[src/rtl/vga_fb_arbiter.sv]
// Framebuffer RAM arbiter: the display fetch always wins; two host ports share
// the remaining slots round-robin. Read data returns two cycles after the grant,
// routed by a tag that travels alongside the RAM read.
module vga_fb_arbiter #(
  parameter int ADDR_W = 16,
  parameter int DATA_W = 32
) (
  input  logic              clk,
  input  logic              rst,
  // scan-out fetch
  input  logic              disp_req,
  input  logic [ADDR_W-1:0] disp_addr,
  output logic              disp_rvalid,
  output logic [DATA_W-1:0] disp_rdata,
  // host 0
  input  logic              h0_valid,
  input  logic              h0_we,
  input  logic [ADDR_W-1:0] h0_addr,
  input  logic [DATA_W-1:0] h0_wdata,
  output logic              h0_ready,
  output logic              h0_rvalid,
  output logic [DATA_W-1:0] h0_rdata,
  // host 1
  input  logic              h1_valid,
  input  logic              h1_we,
  input  logic [ADDR_W-1:0] h1_addr,
  input  logic [DATA_W-1:0] h1_wdata,
  output logic              h1_ready,
  output logic              h1_rvalid,
  output logic [DATA_W-1:0] h1_rdata,
  // RAM side
  output logic              mem_en,
  output logic              mem_we,
  output logic [ADDR_W-1:0] mem_addr,
  output logic [DATA_W-1:0] mem_wdata,
  input  logic [DATA_W-1:0] mem_rdata
);

  // Read-return tags; the value minus one indexes the return channel.
  localparam logic [1:0] TAG_NONE = 2'd0;
  localparam logic [1:0] TAG_DISP = 2'd1;
  localparam logic [1:0] TAG_H0   = 2'd2;
  localparam logic [1:0] TAG_H1   = 2'd3;

  logic              gnt_disp, gnt_h0, gnt_h1;
  logic              rr_q, rr_d;            // 0: host 0 preferred on contention
  logic [1:0]        tag_q, tag_d;
  logic [ADDR_W-1:0] addr_q, addr_d;
  logic [DATA_W-1:0] wdata_q, wdata_d;
  logic [DATA_W-1:0] rdata_q [3];
  logic [DATA_W-1:0] rdata_d [3];
  logic [2:0]        rvalid_q, rvalid_d;

  // Grant selection: display first, then a lone host, then the round-robin pick.
  // Nothing is granted while in reset so no handshake completes then.
  always_comb begin
    gnt_disp = 1'b0;
    gnt_h0   = 1'b0;
    gnt_h1   = 1'b0;
    if (!rst) begin
      if (disp_req) begin
        gnt_disp = 1'b1;
      end else if (h0_valid && h1_valid) begin
        if (rr_q) gnt_h1 = 1'b1;
        else      gnt_h0 = 1'b1;
      end else if (h0_valid) begin
        gnt_h0 = 1'b1;
      end else if (h1_valid) begin
        gnt_h1 = 1'b1;
      end
    end
  end

  // RAM command and next state; address/data hold their last value when idle.
  always_comb begin
    addr_d  = addr_q;
    wdata_d = wdata_q;
    tag_d   = TAG_NONE;
    rr_d    = rr_q;
    if (rst) begin
      addr_d  = '0;
      wdata_d = '0;
      rr_d    = 1'b0;
    end else if (gnt_disp) begin
      addr_d = disp_addr;
      tag_d  = TAG_DISP;
    end else if (gnt_h0) begin
      addr_d  = h0_addr;
      wdata_d = h0_wdata;
      tag_d   = h0_we ? TAG_NONE : TAG_H0;
      rr_d    = 1'b1;
    end else if (gnt_h1) begin
      addr_d  = h1_addr;
      wdata_d = h1_wdata;
      tag_d   = h1_we ? TAG_NONE : TAG_H1;
      rr_d    = 1'b0;
    end
  end

  assign mem_en    = gnt_disp | gnt_h0 | gnt_h1;
  assign mem_we    = (gnt_h0 & h0_we) | (gnt_h1 & h1_we);
  assign mem_addr  = addr_d;
  assign mem_wdata = wdata_d;
  assign h0_ready  = gnt_h0;
  assign h1_ready  = gnt_h1;

  // Return path: the tag of last cycle's read steers mem_rdata into one channel.
  always_comb begin
    for (int i = 0; i < 3; i++) begin
      rdata_d[i]  = rdata_q[i];
      rvalid_d[i] = 1'b0;
      if (!rst && tag_q == 2'(i + 1)) begin
        rdata_d[i]  = mem_rdata;
        rvalid_d[i] = 1'b1;
      end
    end
  end

  // State registers; reset discards any read still in flight.
  always_ff @(posedge clk) begin
    if (rst) begin
      rr_q     <= 1'b0;
      tag_q    <= TAG_NONE;
      addr_q   <= '0;
      wdata_q  <= '0;
      rvalid_q <= '0;
      for (int i = 0; i < 3; i++) rdata_q[i] <= '0;
    end else begin
      rr_q     <= rr_d;
      tag_q    <= tag_d;
      addr_q   <= addr_d;
      wdata_q  <= wdata_d;
      rvalid_q <= rvalid_d;
      for (int i = 0; i < 3; i++) rdata_q[i] <= rdata_d[i];
    end
  end

  assign disp_rvalid = rvalid_q[TAG_DISP - 2'd1];
  assign h0_rvalid   = rvalid_q[TAG_H0 - 2'd1];
  assign h1_rvalid   = rvalid_q[TAG_H1 - 2'd1];
  assign disp_rdata  = rdata_q[0];
  assign h0_rdata    = rdata_q[1];
  assign h1_rdata    = rdata_q[2];

endmodule

[config.mk]
export PLATFORM = sky130hd
export DESIGN_NAME = vga_fb_arbiter
export DESIGN_NICKNAME = d
export VERILOG_FILES = /design/src/rtl/vga_fb_arbiter.sv
export SDC_FILE = /design/constraint.sdc
export NUM_CORES = 1
export LEC_CHECK = 0
export BUFFER_PORTS_ARGS = -buffer_cell sky130_fd_sc_hd__buf_2
export CAP_MARGIN = 20
export CORE_ASPECT_RATIO = 1.1
export CORE_UTILIZATION = 47
export CTS_CLUSTER_SIZE = 14
export DETAILED_ROUTE_END_ITERATION = 6
export MAX_ROUTING_LAYER = met4
export PLACE_DENSITY_LB_ADDON = 0.2
export SYNTH_ARGS = -nofsm -noshare
export SYNTH_HDL_FRONTEND = slang
export SYNTH_SLANG_ARGS = --single-unit
export TNS_END_PERCENT = 10
[constraint.sdc]
create_clock -name clk -period 1.4 [get_ports clk]
set_input_delay 0 -clock clk [delete_from_list [all_inputs] [get_ports clk]]
set_output_delay 0 -clock clk [all_outputs]
set_load 0.02 [all_outputs]
==> summary.txt, run 1 <==
Status
  – Status: complete, but fails checks
  – Failing checks: setup timing

Finish
  – Ratio of cells with drive above 1 in the final layout: between 30% and 40%
  – Finished Layout Cells: 1433
  – Fin nets: roughly 1400
  – Area delta synth->final: 60.6%

Worst setup path
  – R2R setup slack: -20 ps
  – Setup Crit Path Kind: flip-flop to output port
  – Crit path DAT: 1840 ps
  – Worst setup SP type: flip-flop
  – Reg-to-Reg Start: rr_q
  – Worst R2R Path Depth: 5
  – Worst Setup End Kind: output port
  – Req. time, crit path: 1400 ps
  – Crit Path Max Fanout: 14
  – Reg-to-reg endpoint: addr_q[1]

STA
  – Worst Tran Pin Value: 564 ps
  – Setup violations, final: 53
  – Final Worst Setup Slack: -444 ps
  – Relative slew slack: 62.4%
  – Max Slew Vio Count: 0
  – Sum Neg Setup Slack: -19370 ps
  – Final Cycle Share: 132%
  – RSZ-0062 raised after global routing: true
  – Final hold violation count: 0
  – Min Tclk post-route: between 1500 and 2000 ps
  – Worst Skew: 9.67 ps
  – Fmax: 542 MHz

Clock tree
  – Clock Path Buffers: 2
  – Clk_lat worst skew: 420 ps
  – H-tree levels: 4
  – Clock-pin slew on the worst setup and hold paths: ~70 ps
  – CTS tree: yes
  – CTS Sinks: 150
  – TritonCTS buffer count: 17
  – Post-CTS Setup Bufs: 0
  – Clk root buf: clkbuf_16

Synth
  – Mapped Nets: 999
  – Post-synth top area cell: dfxtp_1
  – Async SR Flop Fraction: 0%
  – Cells after Synth: between 800 and 900
  – Sequential area share after synthesis: 46.2%
  – Synth unique cells: 30
  – Synth Flop Type: dfxtp_1
  – Synth Warn #: 0
  – Synth Cell Area: 6500 sq um
  – EDFF count, synth: 0
  – Synth area leaders: dfxtp_1 46%, nand2_1 13%, nand3b_1 7.5%, o21ai_0 5.9%, a21oi_1 5.0%
  – Post-synthesis register bit count: 150
  – Syn avg cell area: 7.67 sq um
  – Yosys top cell area share: 46.2%

Min path
  – Worst hold path class: primary input to flip-flop
  – Cell count of the worst hold path: 5
  – Critical hold path startpoint: h1_addr[15]
  – Hold Path End: addr_q[15]

Route
  – DR top layer: met4
  – Met2 WL: 11.9 mm
  – Via count: ~7700
  – Starting DRT DRC Count: around 750
  – Metal3 WL: around 2.0 mm
  – DR WL/cell: 16.7 microns
  – DRT Wirelength: approximately 24 mm
  – DRC viols: 0
  – Vias per std cell: 5.40
  – TritonRoute pass-1 iters: 6
  – DRT antenna net count: 0
  – Post-Route M1 WL: about 8.7 mm

Place
  – PortBufs: 301
  – GP Congestion: a little under 0.9
  – Placed Instances: 1292
  – Post-DP HPWL: roughly 13 mm

GRT
  – Antenna violations before repair: 1
  – Gr ovfl total: 0
  – First-pass GRT wire length: about 34 mm
  – Largest net degree at the start of global routing: 67
  – Total GRT Usage: 31.3%
  – Vias in the first global route: between 7000 and 8000

Floorplanning
  – Core Region: 13400 sq um
  – Num ports: 302
  – Initial core utilization: a little under 50%
  – Die W: 114 microns
  – Die area: 14300 sq um
  – Die Y: 125 microns
  – Row count: 44

Flow run
  – Max-Cap Viols: 0

Pwr
  – PwrDens: roughly 1100 nW/um^2
  – Pleak: 5.06 nW
  – Peak supply drop: 0.672 mV
==> worst max path at each step <==
| stage | slack, ps | end | startpoint | cells past startpoint |
|---|---|---|---|---|
| floorplan | -100 | mem_addr[0] | rr_q | 5 |
| global placement | 3 | mem_addr[13] | rr_q | 7 |
| detailed placement | -10 | mem_wdata[6] | rr_q | 6 |
| CTS | -440 | mem_wdata[3] | rr_q | 6 |
| global route | -520 | mem_wdata[4] | rr_q | 6 |
| finish | -440 | mem_wdata[2] | rr_q | 6 |
==> area by class of cell <==
cell class,count,area [sq um]
clock inverter,12,154
sequential,150,3010
multi-input combinational,632,3470
inverter,3,11.3
tap,184,230
timing repair buffer,432,3130
clock buffer,19,443
antenna,1,2.50
fill,897,2930
==> where the power goes <==
group / total [W] / switching [W] / internal, W
Combinational: 0.00231 / 0.00123 / 0.00107
Clock: 0.00463 / 0.00179 / 0.00284
Sequential: 0.00463 / 0.000123 / 0.00451
Total: 0.0116 / 0.00315 / 0.00842
==> per-layer routing <==
metal | track usage (%) | up-vias
met4 | 17.8 | 0
met1 | 33.2 | 3555
met5 | - | -
li1 | - | 3633
met3 | 8.48 | 97
met2 | 52.2 | 447
==> cell usage after synthesis (all sizes together) (15+ instances only) <==
cell / instances
or3: 32
mux2i: 15
dfxtp: 150
nand3: 64
nor2: 40
nand2b: 34
buf: 25
o21ai: 77
nand2: 224
a21oi: 66
clkbuf: 38
nand3b: 65
==> cell families (layout without fill, tap and decap cells) <==
| group | after synthesis | after routing | share of synthesized area, % |
|---|---|---|---|
| compound gates | 152 | 152 | 12.2 |
| other cells | 0 | 1 | 0 |
| buf+inv | 66 | 466 | 4.71 |
| flops | 150 | 150 | 46.2 |
| simple gates | 465 | 465 | 34.6 |
| mux | 15 | 15 | 2.31 |
==> registers in the layout, summed over array words and instances (netlist names) <==
name      cells
tag_q         2
addr_q       16
rr_q          1
wdata_q      32
rdata_q      96
rvalid_q      3
==> worst max-delay path: stages, from the launching register on <==
cell and delay [ps]:
dfxtp_4 360, a21bo_4 250, buf_16 170, nor2_1 180
nand3b_1 210, nand3_2 110, buf_6 140
==> cell usage in the layout (no fill, tap or decap), drive strengths merged <==
| cell type | count |
|---|---|
| a21bo | 1 |
| clkinv | 5 |
| nor3 | 1 |
| o31ai | 2 |
| clkinvlp | 3 |
| nor2b | 3 |
| o21ai | 77 |
| nand3 | 64 |
| mux2i | 15 |
| o22ai | 1 |
| dfxtp | 150 |
| nand2 | 224 |
| inv | 4 |
| dlygate4sd3 | 107 |
| nor2 | 40 |
| a211oi | 1 |
| a31oi | 1 |
| bufinv | 3 |
| a21oi | 66 |
| nand2b | 34 |
| nor3b | 1 |
| buf | 324 |
| nand3b | 65 |
| a32oi | 1 |
| diode | 1 |
| or2 | 1 |
| clkbuf | 20 |
| or3 | 32 |
| a21boi | 1 |
| a311oi | 1 |
==> stage by stage <==
stage | hold slack [ps] | total power, W | instance area [sq um] | utilization (%) | worst slack, ps
floorplan | 98.9 | 0.00571 | 6510 | - | -95.5
global placement | 212 | 0.00640 | 8270 | 61.8 | 2.77
detailed placement | 217 | 0.00642 | 8270 | 61.8 | -12.5
CTS | 0.398 | 0.0113 | 10000 | 75.0 | -443
global route | 35.7 | 0.0120 | 10400 | 78.1 | -524
finish | 19.5 | 0.0116 | 10400 | 78.1 | -444
==> what timing repair did <==
action / in CTS / in global routing
pin swaps: 1 / 4
cloned: 1 / 1
resized for setup: 29 / 127
endpoints found under the setup margin: 51 / 62
hold endpoints to repair: 145 / 0
hold buffers: 107 / 0
(Power assumes the default switching activity.)
==> run 2: changes to the inputs <==
--- a/config.mk
+++ b/config.mk
@@ -11,6 +11,7 @@
 export CORE_UTILIZATION = 47
 export CTS_CLUSTER_SIZE = 14
 export DETAILED_ROUTE_END_ITERATION = 6
+export HOLD_SLACK_MARGIN = 0.08
 export MAX_ROUTING_LAYER = met4
 export PLACE_DENSITY_LB_ADDON = 0.2
 export SYNTH_ARGS = -nofsm -noshare
==> run 2 against run 1 <==
Effect of this change: the run ends with DRC, setup timing left; sequential cell count stayed put; worst setup slack worse by 140 ps; via count is 11% higher; sequential share of layout area is 1.2 points lower; critical path type is now primary input to output port.
==> summary.txt, run 2 (synthesis gave the netlist of run 1 again) <==
Place
  – GP Congestion: 0.875 (unchanged)
  – Pre-CTS worst setup slack: -12.5 ps (unchanged)
  – PortBufs: 301 (unchanged)
  – Post-DP HPWL: 13.3 mm (unchanged)
  – Placed cell area: 8270 sq um (unchanged)

Worst setup path
  – Reg-to-Reg Start: rr_q
  – Worst path slowest cell: dlygate4sd3_1
  – Req. time, crit path: 1400 ps (about the same)
  – R2R setup slack: -140 ps (-120 ps)
  – Reg-to-reg endpoint: wdata_q[20]
  – Critical Path Source: rst
  – Setup crit end: mem_wdata[20]
  – Setup Crit Path Kind: primary input to output port
  – Crit path DAT: 1990 ps (+150 ps)
  – CP Cell Sequence: buf_2, dlygate4sd3_1, buf_4, nor2_4, buf_12, nand2_1, nand3_2, buf_6
  – Worst setup SP type: primary input
  – Worst R2R Path Depth: 5 (unchanged)
  – Max stage delay on crit path: 600 ps (+240 ps)
  – Crit Path Max Fanout: 25 (+11)
  – Worst Setup End Kind: output port

STA
  – Max Slew Vio Count: 0 (unchanged)
  – Setup violations, final: 65 (+23%)
  – Sum Neg Setup Slack: -22780 ps (-3420 ps)
  – Relative slew slack: 62.7% (+0.36 points)
  – Min Tclk post-route: 1990 ps (+142 ps)
  – Worst Skew: 10.9 ps (+1.26 ps)
  – Final Cycle Share: 142% (+10 points)
  – Fmax: 504 MHz (-7.1%)
  – Hold Slack: 147 ps (+127 ps)
  – Final hold violation count: 0 (unchanged)
  – RSZ-0062 raised after global routing: true
  – Worst Tran Pin Value: 559 ps (-5.47 ps)
  – Final Worst Setup Slack: -586 ps (-142 ps)

Status
  – Status: complete, but fails checks
  – Failing checks: DRC, setup timing

Route
  – Starting DRT DRC Count: 1123 (+50%)
  – TritonRoute pass-1 iters: 7 (+1)
  – DRC viols: 44 (+44)
  – Vias per std cell: 5.79 (+7.3%)
  – DRT Wirelength: 29.3 mm (+23%)
  – DR WL/cell: 19.8 microns (+19%)
  – DRT antenna net count: 0 (unchanged)
  – Via count: 8546 (+11%)

Clock tree
  – Clock Path Buffers: 2 (unchanged)
  – Post-CTS Setup Bufs: 0 (unchanged)
  – Clk root buf: clkbuf_16
  – Clock-pin slew on the worst setup and hold paths: 70 ps (about the same)
  – CTS Sinks: 150 (unchanged)
  – Clk_lat worst skew: 420 ps (about the same)
  – H-tree levels: 4 (unchanged)
  – TritonCTS buffer count: 17 (unchanged)
  – CTS tree: yes

Finish
  – Post-route cell area: 10900 sq um (+4.4%)
  – Flip-flop and latch area: 3010 sq um (unchanged)
  – Commonest non-fill, non-tap cell in the layout: buf_2
  – Multi-input logic area: 3500 sq um (+0.97%)
  – Max reg flops: 96 (unchanged)
  – Fin nets: 1428 (+3.0%)
  – Ratio of cells with drive above 1 in the final layout: 32.8% (-0.60 points)
  – Most frequent cells in the layout: 253 x buf_2, 220 x nand2_1, 149 x dfxtp_1, 149 x dlygate4sd3_1
  – Top reg by flops: rdata_q
  – Leading registers by flop count: rdata_q (96), wdata_q (32), addr_q (16)
  – Filler cells: 803 (-10%)
  – Area delta synth->final: 67.7%
  – Core Util, Final: 81.5% (+3.5 points)

Floorplanning
  – Row count: 44 (unchanged)
  – Die area: 14300 sq um (unchanged)
  – Die W: 114 microns (unchanged)
  – Num ports: 302 (unchanged)
  – Die Y: 125 microns (unchanged)
  – Core Region: 13400 sq um (unchanged)
  – Initial core utilization: 48.6% (unchanged)

Flow run
  – Max-Cap Viols: 0 (unchanged)

Pwr
  – Peak supply drop: 0.692 mV (+3.1%)
  – Gate power share: 21.5% (+1.6 points)
  – P_sw: 0.00337 W (+6.9%)
  – Sw Ratio: 28.3% (+1.1 points)
  – Internal Dissipation: 0.00851 W (+1.1%)
  – Clk network pwr share: 39.2% (-0.8 points)
  – PwrDens: 1090 nW/um^2 (-1.7%)
  – Pleak: 5.28 nW (+4.3%)
  – Sequential share of power: 39.2% (-0.8 points)

GRT
  – First-pass GRT wire length: 38.1 mm (+11%)
  – Vias in the first global route: 7891 (+8.3%)
  – Antenna violations before repair: 1 (unchanged)
  – Largest net degree at the start of global routing: 67 (unchanged)
  – Total GRT Usage: 34.8% (+3.5 points)
  – Gr ovfl total: 0 (unchanged)

Min path
  – Worst hold path class: primary input to flip-flop
[run 2: cell count changes in the layout (fill, tap and decap cells not counted), sizes merged]
cell,delta
dlygate4sd3,+42
diode,+2
clkbuf,-1
[run 2: area by class of cell]
cell class,instances,share of cell area (%)
diodes,3,0.0688
clock buffers,19,4.06
clock inverters,12,1.41
inverters,3,0.103
multi-input cells,632,32.1
flip-flops and latches,150,27.6
well taps,184,2.11
repair buffers,473,32.6
[run 2: routing by layer]
| layer | global-route usage, % | routed length [microns] |
|---|---|---|
| met3 | 9.94 | 3170 |
| met2 | 56.4 | 13500 |
| met1 | 36.0 | 10100 |
| met4 | 24.8 | 2470 |
| met5 | - | 0 |
[run 2: worst max-delay path, delay by kind of cell]
| kind | cells | cell delay (ps) |
|---|---|---|
| buf+inv | 5 | 1260 |
| simple gates | 3 | 710 |
[run 2: worst min-delay path by stage]
stage	start	to	slack (ps)	cells past startpoint
final	h1_valid	rr_q	150	3
after global routing	h1_valid	rr_q	160	3
after CTS	h1_wdata[24]	wdata_q[24]	90	4
after detailed placement	disp_addr[3]	addr_q[3]	220	3
after global placement	disp_addr[2]	addr_q[2]	210	3
after floorplan	mem_rdata[0]	rdata_q[0][64]	100	2
[run 2: timing repair]
item / in CTS / in global routing
pin swaps: 1 / 18
endpoints found under the hold margin: 148 / 1
setup endpoints to repair: 51 / 73
cloned: 1 / 0
gates resized for setup: 29 / 141
hold buffers: 148 / 1
[run 2: stage by stage]
stage | std cells | power, W
after floorplan | 848 | 0.00571
after global placement | 1292 | 0.00640
after detailed placement | 1292 | 0.00642
after CTS | 1472 | 0.0114
after global routing | 1474 | 0.0122
final | 1476 | 0.0119
[run 2: power by group through the flow]
stage | sequential [W] | combinational (W) | clock, W
global route | 0.00467 | 0.00267 | 0.00488
detailed placement | 0.00471 | 0.00171 | 0
global placement | 0.00470 | 0.00170 | 0
CTS | 0.00462 | 0.00210 | 0.00468
floorplan | 0.00480 | 0.000912 | 0
finish | 0.00466 | 0.00256 | 0.00466
==> run 3: changes to the inputs <==
--- a/config.mk
+++ b/config.mk
@@ -8,7 +8,7 @@
 export BUFFER_PORTS_ARGS = -buffer_cell sky130_fd_sc_hd__buf_2
 export CAP_MARGIN = 20
 export CORE_ASPECT_RATIO = 1.1
-export CORE_UTILIZATION = 47
+export CORE_UTILIZATION = 45
 export CTS_CLUSTER_SIZE = 14
 export DETAILED_ROUTE_END_ITERATION = 6
 export HOLD_SLACK_MARGIN = 0.08
==> run 3 against run 2 <==
Effect of this change: first-iteration DRC count down 22%; core utilization down 3.7 points; critical endpoint is now mem_wdata[27]; the run ends with setup timing left; hold slack worse by 29 ps; fmax up 3.9%; sequential power about the same; critical path depth down 2.
==> summary.txt, run 3 (synthesis gave the netlist of run 1 again) <==
Finish
  – Commonest non-fill, non-tap cell in the layout: buf_2
  – Area delta synth->final: 67.1%
  – Finished Layout Cells: 1491 (+1.0%)
  – Top reg by flops: rdata_q
  – Ratio of cells with drive above 1 in the final layout: 32.1% (-0.69 points)
  – Fin nets: 1439 (+0.77%)
  – Most frequent cells in the layout: 253 x buf_2, 222 x nand2_1, 149 x dfxtp_1, 146 x dlygate4sd3_1, 65 x nand3b_1
  – Core Util, Final: 77.9% (-3.7 points)
  – Leading registers by flop count: rdata_q (96), wdata_q (32), addr_q (16)
  – Max reg flops: 96 (unchanged)

Min path
  – Cell count of the worst hold path: 3 (unchanged)
  – Critical hold path startpoint: rst
  – Hold Path End: rdata_q[0][2]
  – Worst hold path class: primary input to flip-flop

Worst setup path
  – Worst path slowest cell: dfxtp_4
  – Req. time, crit path: 1400 ps (about the same)
  – Crit path DAT: 1910 ps (-80 ps)
  – Worst R2R Path Depth: 7 (+2)
  – Setup Crit Path Kind: flip-flop to output port
  – CP Cell Sequence: a21bo_4, buf_12, nor2_1, nand3b_1, nand3_2, buf_4
  – Buf/Inv on CP: 2 (-3)
  – Critical Path Source: rr_q
  – Crit Path Max Fanout: 12 (-52%)
  – R2R setup slack: -110 ps (+30 ps)
  – Reg-to-Reg Start: rr_q
  – Reg-to-reg endpoint: wdata_q[1]
  – CP delay by family, top: simple AND/OR/NAND/NOR gates
  – Max stage delay on crit path: 360 ps (-240 ps)
  – Worst Setup End Kind: output port
  – Worst setup SP type: flip-flop

Floorplanning
  – Row count: 45 (+2.3%)
  – Num ports: 302 (unchanged)
  – Die W: 117 microns (+2.2%)
  – Core Region: 14000 sq um (+4.4%)
  – Initial core utilization: 46.6% (-2.0 points)
  – Die Y: 128 microns (+2.2%)
  – Die area: 14900 sq um (+4.4%)

Route
  – Via count: 8225 (-3.8%)
  – DRC viols: 0 (-100%)
  – DR WL/cell: 17.6 microns (-11%)
  – Starting DRT DRC Count: 875 (-22%)
  – Vias per std cell: 5.52 (-4.7%)
  – TritonRoute pass-1 iters: 6 (-1)
  – DRT antenna net count: 0 (unchanged)
  – DRT Wirelength: 26.3 mm (-10%)

Place
  – Pre-CTS worst setup slack: -49.4 ps (-37.0 ps)
  – Post-DP HPWL: 13.4 mm (+0.58%)
  – PortBufs: 301 (unchanged)
  – Placed Instances: 1302 (+0.77%)
  – GP Congestion: 0.875 (about the same)

GRT
  – Total GRT Usage: 33.4% (-1.4 points)
  – Vias in the first global route: 7956 (+0.82%)
  – Largest net degree at the start of global routing: 66 (-1.5%)
  – Gr ovfl total: 0 (unchanged)
  – Antenna violations before repair: 2 (+1)
  – First-pass GRT wire length: 37.9 mm (-0.54%)

Clock tree
  – TritonCTS buffer count: 17 (unchanged)
  – Clock Path Buffers: 2 (unchanged)
  – Clock-pin slew on the worst setup and hold paths: 60 ps (about the same)
  – CTS Sinks: 150 (unchanged)
  – CTS tree: yes
  – Clk_lat worst skew: 420 ps (about the same)
  – Clk root buf: clkbuf_16
  – H-tree levels: 4 (unchanged)

STA
  – Setup violations, final: 55 (-15%)
  – Worst Skew: 9.41 ps (-1.52 ps)
  – Final Worst Setup Slack: -512 ps (+73.8 ps)
  – Hold Slack: 118 ps (-29.2 ps)
  – Min Tclk post-route: 1910 ps (-73.8 ps)
  – Final hold violation count: 0 (unchanged)
  – Worst Tran Pin Value: 436 ps (-123 ps)
  – Final Cycle Share: 137% (-5.3 points)
  – Fmax: 523 MHz (+3.9%)
  – Relative slew slack: 71.0% (+8.2 points)
  – RSZ-0062 raised after global routing: true
  – Max Slew Vio Count: 0 (unchanged)

Pwr
  – Peak supply drop: 0.743 mV (+7.3%)
  – Pleak: 5.30 nW (+0.28%)
  – PwrDens: 1070 nW/um^2 (-2.2%)

Status
  – Failing checks: setup timing
  – Status: complete, but fails checks

Flow run
  – Max-Cap Viols: 0 (unchanged)
[run 3: cell types whose count changed in the layout (fill, tap and decap cells not counted), sizes merged]
cell	before	now
bufinv	3	2
buf	324	338
clkbuf	19	21
dlygate4sd3	149	146
diode	3	2
[run 3: metrics by stage]
step	TNS [ps]	total power, W	area [sq um]
6_report	-20800	0.0116	10900
5_1_grt	-25490	0.0120	10900
4_1_cts	-19960	0.0114	10600
3_5_place_dp	-618	0.00642	8280
3_3_place_gp	-172	0.00641	8280
2_1_floorplan	-1390	0.00571	6510
[run 3: how the worst max path moves through the flow]
stage                          to  slack, ps  cells past startpoint
floorplan             mem_addr[0]       -100                      5
global placement     mem_wdata[5]        -20                      6
detailed placement   mem_wdata[3]        -50                      6
CTS                  mem_wdata[4]       -450                      7
global route        mem_wdata[10]       -540                      7
finish              mem_wdata[27]       -510                      6
[run 3: what timing repair did]
action	CTS	global route
gates resized for setup	101	53
setup endpoints to repair	51	126
gates cloned	3	0
buffers inserted	4	2
pin swaps	3	6
endpoints found under the hold margin	147	0
hold buffers	146	0
[run 3: where the power goes]
| group | switching (W) | internal (W) |
|---|---|---|
| sequential | 0.000136 | 0.00451 |
| clock | 0.00184 | 0.00263 |
| combinational | 0.00130 | 0.00116 |
[run 3: cell type report]
| class | instances | area [sq um] |
|---|---|---|
| clock buffer | 21 | 440 |
| clock inverter | 11 | 128 |
| multi-input combinational | 632 | 3440 |
| inverter | 3 | 11.3 |
| fill | 900 | 3090 |
| sequential | 150 | 3010 |
| antenna | 2 | 5.00 |
| timing repair buffer | 484 | 3610 |
| tap | 188 | 235 |
[run 3: routing by layer]
| layer | vias up | track usage (%) | part of all wire (%) |
|---|---|---|---|
| met1 | 3703 | 35.3 | 36 |
| li1 | 3744 | - | - |
| met2 | 589 | 54.8 | 48 |
| met3 | 189 | 8.84 | 9.2 |
| met5 | - | - | 0 |
| met4 | 0 | 21.2 | 6.6 |
[run 3: worst register-to-register path, delay by kind of cell, from the launching register on]
family                 cells  cell delay [ps]
and+or+nand+nor            2              440
buffers and inverters      3              450
DFF                        1              360
AOI/OAI and AO/OA          2              220
